[config.mk]
export PLATFORM = sky130hd
export DESIGN_NAME = rtype_seq_ctrl
export DESIGN_NICKNAME = d
export VERILOG_FILES = /design/src/rtl/rtype_seq_ctrl.sv
export SDC_FILE = /design/constraint.sdc
export NUM_CORES = 1
export LEC_CHECK = 0
export ABC_AREA = 1
export CAP_MARGIN = 20
export CORE_MARGIN = 3
export CORE_UTILIZATION = 30
export DETAILED_ROUTE_END_ITERATION = 7
export PLACE_DENSITY_LB_ADDON = 0.3
export SYNTH_ARGS = -nofsm -noshare
export SYNTH_HDL_FRONTEND = slang
export SYNTH_SLANG_ARGS = --single-unit
[constraint.sdc]
create_clock -name clk -period 1.9 [get_ports clk]
set_input_delay 0.475 -clock clk [delete_from_list [all_inputs] [get_ports clk]]
set_output_delay 0.475 -clock clk [all_outputs]
set_load 0.005 [all_outputs]
[src/rtl/rtype_seq_ctrl.sv]
// rtype_seq_ctrl: multi-cycle sequencer for the R-type fragment datapath.
// Validates an accepted instruction, steers reg-file/ALU fields, writes back and returns {rd, result}.
module rtype_seq_ctrl #(
    parameter int XLEN  = 32,
    parameter int CNT_W = 16
) (
    input  logic             clk,
    input  logic             rst,
    input  logic             in_valid,
    output logic             in_ready,
    input  logic [31:0]      in_inst,
    output logic [4:0]       rf_rd_addr1,
    output logic [4:0]       rf_rd_addr2,
    output logic [4:0]       rf_wr_addr,
    output logic             rf_wr_en,
    output logic [XLEN-1:0]  rf_wr_data,
    output logic [2:0]       alu_funct3,
    output logic [6:0]       alu_funct7,
    input  logic [XLEN-1:0]  alu_result,
    output logic             out_valid,
    input  logic             out_ready,
    output logic [4:0]       out_rd,
    output logic [XLEN-1:0]  out_val,
    output logic             illegal,
    output logic [CNT_W-1:0] retired_cnt
);
    // state  | meaning
    // IDLE   | waiting for an instruction, in_ready high
    // ILL    | rejected encoding, illegal pulses for this cycle
    // READ   | operands addressed; ALU result captured on exit
    // WB     | reg-file write of captured result (suppressed for rd == x0)
    // RESP   | result offered until out_ready; may accept the next instruction
    typedef enum logic [2:0] {S_IDLE, S_ILL, S_READ, S_WB, S_RESP} state_t;

    localparam logic [6:0]       OP_RTYPE = 7'b0110011;
    localparam logic [6:0]       F7_ALT   = 7'b0100000;
    localparam logic [CNT_W-1:0] CNT_MAX  = '1;
    localparam logic [CNT_W-1:0] CNT_ONE  = {{(CNT_W-1){1'b0}}, 1'b1};

    state_t           state, state_nxt;
    logic [31:7]      inst_q;      // opcode bits are never needed after the legality check
    logic [XLEN-1:0]  result_q;
    logic [CNT_W-1:0] cnt_q;
    logic             legal;
    logic             accept;
    logic             retire;

    always_comb begin
        legal = 1'b0;
        if (in_inst[6:0] == OP_RTYPE) begin
            if (in_inst[31:25] == 7'd0)
                legal = 1'b1;
            else if (in_inst[31:25] == F7_ALT &&
                     (in_inst[14:12] == 3'b000 || in_inst[14:12] == 3'b101))
                legal = 1'b1;
        end
    end

    always_comb begin
        state_nxt = state;
        in_ready  = 1'b0;
        rf_wr_en  = 1'b0;
        out_valid = 1'b0;
        illegal   = 1'b0;
        case (state)
            S_IDLE: begin
                in_ready = 1'b1;
                if (in_valid)
                    state_nxt = legal ? S_READ : S_ILL;
            end
            S_ILL: begin
                illegal   = 1'b1;
                state_nxt = S_IDLE;
            end
            S_READ: state_nxt = S_WB;
            S_WB: begin
                rf_wr_en  = (inst_q[11:7] != 5'd0);
                state_nxt = S_RESP;
            end
            S_RESP: begin
                out_valid = 1'b1;
                in_ready  = out_ready;
                if (out_ready)
                    state_nxt = in_valid ? (legal ? S_READ : S_ILL) : S_IDLE;
            end
            default: state_nxt = S_IDLE;
        endcase
    end

    assign accept = in_valid & in_ready;
    assign retire = (state == S_RESP) & out_ready;

    always_ff @(posedge clk or negedge rst) begin
        if (!rst) begin
            state    <= S_IDLE;
            inst_q   <= '0;
            result_q <= '0;
            cnt_q    <= '0;
        end else begin
            state <= state_nxt;
            if (accept)
                inst_q <= in_inst[31:7];
            if (state == S_READ)
                result_q <= alu_result;
            if (retire && cnt_q != CNT_MAX)
                cnt_q <= cnt_q + CNT_ONE;
        end
    end

    assign rf_rd_addr1 = inst_q[19:15];
    assign rf_rd_addr2 = inst_q[24:20];
    assign rf_wr_addr  = inst_q[11:7];
    assign alu_funct3  = inst_q[14:12];
    assign alu_funct7  = inst_q[31:25];
    assign rf_wr_data  = result_q;
    assign out_rd      = inst_q[11:7];
    assign out_val     = result_q;
    assign retired_cnt = cnt_q;

endmodule
==> flow_metrics.tcl <==
set metrics [dict create \
    synth_top_area_frac 0.5158 \
    synth_warnings 0 \
    hold_class "in2async" \
    status "completed" \
    layout-drive-gt1-share 0.1565 \
    clk_latency_ns 0.32 \
    num_rows 39 \
    first_global_vias 3001 \
    synth.avg_cell_area_sq_um 9.455 \
    drt.antenna.violating_nets 0 \
    final_util 0.4965 \
    syn-instance-count 390 \
    first_iter_violations 112 \
    endpoint_kind "primary output" \
    p_leak_nw 2.573 \
    clkTransAtPathRegs_ns 0.06 \
    max_freq_ghz 0.5507 \
    wl_per_cell_um 13.39 \
    vias 3111 \
    final_area_sq_um 5814 \
    synth_edf_count 0 \
    nets 620 \
    clock_skew_ns 0.007772 \
    synth_top_cells_by_count "nand2_1, dfrtp_1, buf_4, mux2_2, nand3_1" \
    fin_cells 699 \
    clockRootBuffer "clkbuf_16" \
    drcViolationCount 0 \
    dp_slack_ns -0.4182 \
    synth.cell_area_sq_um 3687 \
    synth_top_cell_by_area "dfrtp_1" \
    via_per_inst 4.451 \
    worstPathMaxFanout 3 \
    syn_to_final_growth_pct 57.69 \
    drv_slew 0 \
    ios 182 \
    numCtsBuffers 9 \
    worstReg2RegStart "state[0]" \
    start_util 0.3149 \
    antenna_cells 0 \
    fp.dieW_um 116.9 \
    htree_levels 3 \
    worst-setup-path-type "in2out" \
    power_density_nw_per_um2 950.3 \
    ys_dominant_reg_cell "dfrtp_1" \
    arrival_ns 1.34 \
    io_buffers 181 \
    ys_seq_elements 76 \
    async_flop_share 1.000 \
    tritoncts "yes" \
    dieHeight_um 116.9 \
    setup_viol 0 \
    clkSinkCount 76 \
    final_hold_viol_count 0 \
    cp-start-kind "input port" \
    gp_congestion 0.8265 \
    fp.dieArea_sq_um 13660 \
    grt_max_degree 37 \
    worst_slack_ns 0.08425 \
    place_hpwl_mm 7.108 \
    synth.distinct_cells 28 \
    worst_pin_slew_ns 0.3489 \
    clock_path_buffers 2 \
    drtPass1Iterations 4 \
    grt_pass1_wl_mm 14.52 \
    vdd_drop_max_v 0.0006032 \
    rsz0062_at_grt "false" \
    syn_nets 459 \
    grt_remaining_overflow 0 \
    period_needed_ns 1.816 \
    seq_area_frac_synth 0.5158 \
    relSlewSlack 0.7674 \
    post-synth-top-count-cell "nand2_1" \
    critical_path_required_ns 1.42 \
    post-route-period-util 0.9557 \
    place_area_sq_um 5458 \
    synthTopCellsByArea "dfrtp_1, nand2_1, mux2_2" \
    antenna_found_initial 0 \
    placed_cells 679 \
    coreArea_sq_um 11710 \
    track_usage 0.1339 \
    tns_ns 0 \
    startpoint "out_ready" \
    finalWirelength_mm 9.363 \
    cap_violations 0 \
]
[critical path, cell delays in order]
cell,delay (ns)
clkdlybuf4s50_1,0.47
inv_2,0.05
nor2_4,0.12
inv_2,0.05
nand2_4,0.07
buf_6,0.10
[cell usage in the layout (no fill, tap or decap), types with 3 or more instances in the layout]
master / synthesis / routed
buf_12: 0 / 4
buf_4: 37 / 15
clkbuf_16: 0 / 9
clkdlybuf4s50_1: 0 / 176
dfrtp_1: 76 / 75
inv_1: 21 / 18
inv_2: 0 / 3
mux2_2: 32 / 32
nand2_1: 120 / 118
nand2_2: 3 / 4
nand3_1: 28 / 28
nand3_2: 3 / 3
nor2_1: 19 / 19
nor2_2: 3 / 3
o21ai_0: 4 / 4
o21ai_1: 7 / 7
xnor2_1: 10 / 10
[layer usage]
| metal | GRT usage | part of all wire | vias to the layer above |
|---|---|---|---|
| li1 | - | - | 1532 |
| met1 | 0.1599 | 0.41 | 1430 |
| met2 | 0.2222 | 0.47 | 141 |
| met3 | 0.04884 | 0.10 | 8 |
| met4 | 0.04817 | 0.0097 | 0 |
| met5 | 0 | 0 | - |
[repair_timing]
item	CTS	global route
gates resized for setup	10	8
setup buffers	0	4
setup endpoints to repair	4	16
endpoints found under the hold margin	0	0
hold buffers	0	0
pin swaps	1	4
[logic make-up (layout without fill, tap and decap cells)]
logic type	count (synthesis)	after routing	share of synthesized area
DFF	76	76	0.5158
xor gates and xnor gates	11	11	0.02613
adders and majority gates	1	1	0.003393
and+or+nand+nor	182	182	0.2087
AOI/OAI and AO/OA	16	16	0.02647
buffers and inverters	72	238	0.1218
muxes	32	32	0.09773
[cell type report]
class	instances	area (sq um)
Clock buffer	12	256.5
Tap cell	143	178.9
Clock inverter	4	47.55
Inverter	23	88.84
Timing Repair Buffer	199	1988
Multi-Input combinational cell	242	1351
Sequential cell	76	1903
Fill cell	1117	5897
[flip-flops by register name, summed over array words and instances (netlist names)]
register,flops
inst_q,25
retired_cnt,16
out_val,32
state,3
[stage by stage]
step | hold WS (ns) | power (mW)
6_report | 0.05555 | 5.526
5_1_grt | 0.07133 | 5.922
4_1_cts | 0.05720 | 5.591
3_5_place_dp | 0.4105 | 3.832
3_3_place_gp | 0.4075 | 3.814
2_1_floorplan | 0.1794 | 2.774
[power by group]
group	internal [mW]	total, mW	switching (mW)	leakage, nW
clock network	1.08	1.71	0.630	0.149
registers	1.93	2.15	0.214	0.943
logic	1.03	1.67	0.632	1.48
total	4.05	5.53	1.48	2.57
[final timing paths]
check / to / slack (ns) / cells after the start
max: in_ready / 0.08 / 6
min: inst_q[25] / 0.06 / 1
max reg2reg: inst_q[27] / 0.28 / 9
min reg2reg: inst_q[28] / 0.47 / 2
max in group asynchronous: out_val[3] / 1.29 / 2
min in group clk: inst_q[28] / 0.47 / 2
No activity file was read; power rests on OpenSTA's default activity.
==> edit (same flow settings) <==
`CNT_W`: 16 -> 14.
--- a/src/rtl/rtype_seq_ctrl.sv
+++ b/src/rtl/rtype_seq_ctrl.sv
@@ -4,3 +4,3 @@
     parameter int XLEN  = 32,
-    parameter int CNT_W = 16
+    parameter int CNT_W = 14
 ) (
Interface: changed (resized retired_cnt); port bits go from 182 to 180. The function was not compared with the original's and may differ.
==> edit against the unedited design <==
- power is 1.4% lower
- non-clock buffer count shrank 3
- sequential cell count down 2
- synthesized area is 3.7% lower
- wire length is 6.0% lower
- cell area fell by 3.0%
- setup slack improved by 0.016 ns
==> edit: results (changes against the unedited design) <==
Worst-Margin Slew 0.451 ns (was 0.349 ns); Worst Setup SP retired_cnt[2]$_DFFE_PN0P_ (was out_ready); leading cell types by count after synthesis nand2_1 (111), dfrtp_1 (74), buf_4 (41) (was nand2_1 (120), dfrtp_1 (76), buf_4 (37)); status finished clean (unchanged); largest net degree at the start of global routing 42 (was 37); worst setup path end retired_cnt[2] (was in_ready); share of cells above drive strength 1 14.6% (was 15.6%); Final Core Density 49.0% (was 49.6%); PortBufs 179 (was 181); Worst VDD drop 0.611 mV (was 0.603 mV); R2R Setup Slk 0.20 ns (was 0.28 ns); vias in the first global route 3058 (was 3001); GRT Total Usage 13.6% (was 13.4%); Worst R2R Start state[1]$_DFFE_PN0P_ (was state[0]$_DFFE_PN0P_); fraction of the yosys area taken by sequential cells 52.1% (was 51.6%); clk_skew 0.00752 ns (was 0.00777 ns); Synth area leaders dfrtp_1 (52%), nand2_1 (12%), mux2_2 (10%) (was dfrtp_1 (52%), nand2_1 (12%), mux2_2 (9.8%)); DR vias 3020 (was 3111); Post-Route WL 8800 µm (was 9360 µm); GPL Wtd Cong 0.779 (was 0.827); die area 13200 µm² (was 13700 µm²); Yosys cell types 27 (was 28); post-DP HPWL 6800 µm (was 7110 µm); syn nets 441 (was 459); Detailed Route Iter0 Violations 100 (was 112); nets 599 (was 620); filler instances 1061 (was 1117); first-pass GRT wire length 14400 µm (was 14500 µm); critical path's largest stage delay 0.54 ns (was 0.47 ns); Critical Path Fanout Max 6 (was 3)
==> edit: kinds of logic (layout without fill, tap and decap cells) <==
group,after synthesis,count (layout),synth area share (%)
fa+ha+maj,1,1,0.352
compound gates,15,15,2.40
mux,32,32,10.1
xor+xnor,10,10,2.47
buf+inv,72,234,12.3
flops,74,74,52.1
simple gates,168,168,20.2
==> edit: what timing repair did <==
item | in CTS | in global routing
endpoints found under the setup margin | 4 | 2
endpoints found under the hold margin | 0 | 0
pin swaps | 1 | 1
hold buffers | 0 | 0
setup buffers | 2 | 1
gates resized for setup | 4 | 5
==> edit: report_power, final <==
part / switching [mW] / internal, mW / leakage, nW
clock network: 0.634 / 1.04 / 0.140
logic: 0.629 / 1.03 / 1.47
registers: 0.222 / 1.89 / 0.916
==> edit: stage by stage <==
| step | cells | setup slack [ns] | total power [mW] | hold WS, ns | cell area (µm²) |
|---|---|---|---|---|---|
| 3_3_place_gp | 659 | -0.228 | 3.77 | 0.454 | 5340 |
| 3_5_place_dp | 659 | -0.232 | 3.81 | 0.456 | 5340 |
| 2_1_floorplan | 372 | 0.470 | 2.72 | 0.179 | 3550 |
| 6_report | 677 | 0.0999 | 5.45 | 0.0890 | 5640 |
| 4_1_cts | 676 | 0.0152 | 5.52 | 0.101 | 5640 |
| 5_1_grt | 677 | 0.0151 | 5.80 | 0.123 | 5640 |
==> edit: metal layers <==
metal	share of wire (%)	up-vias	track usage, %
li1	-	1473	-
met4	2.0	0	5.87
met1	40	1417	16.4
met3	7.3	15	3.42
met5	0	-	0
met2	51	115	23.1
==> edit: final cells by class <==
class	instances	share of cell area (%)
Sequential cell	74	32.8
Inverter	23	1.53
Clock inverter	5	0.976
Tap cell	143	3.17
Timing Repair Buffer	196	34.9
Clock buffer	10	4.24
Multi-Input combinational cell	226	22.4
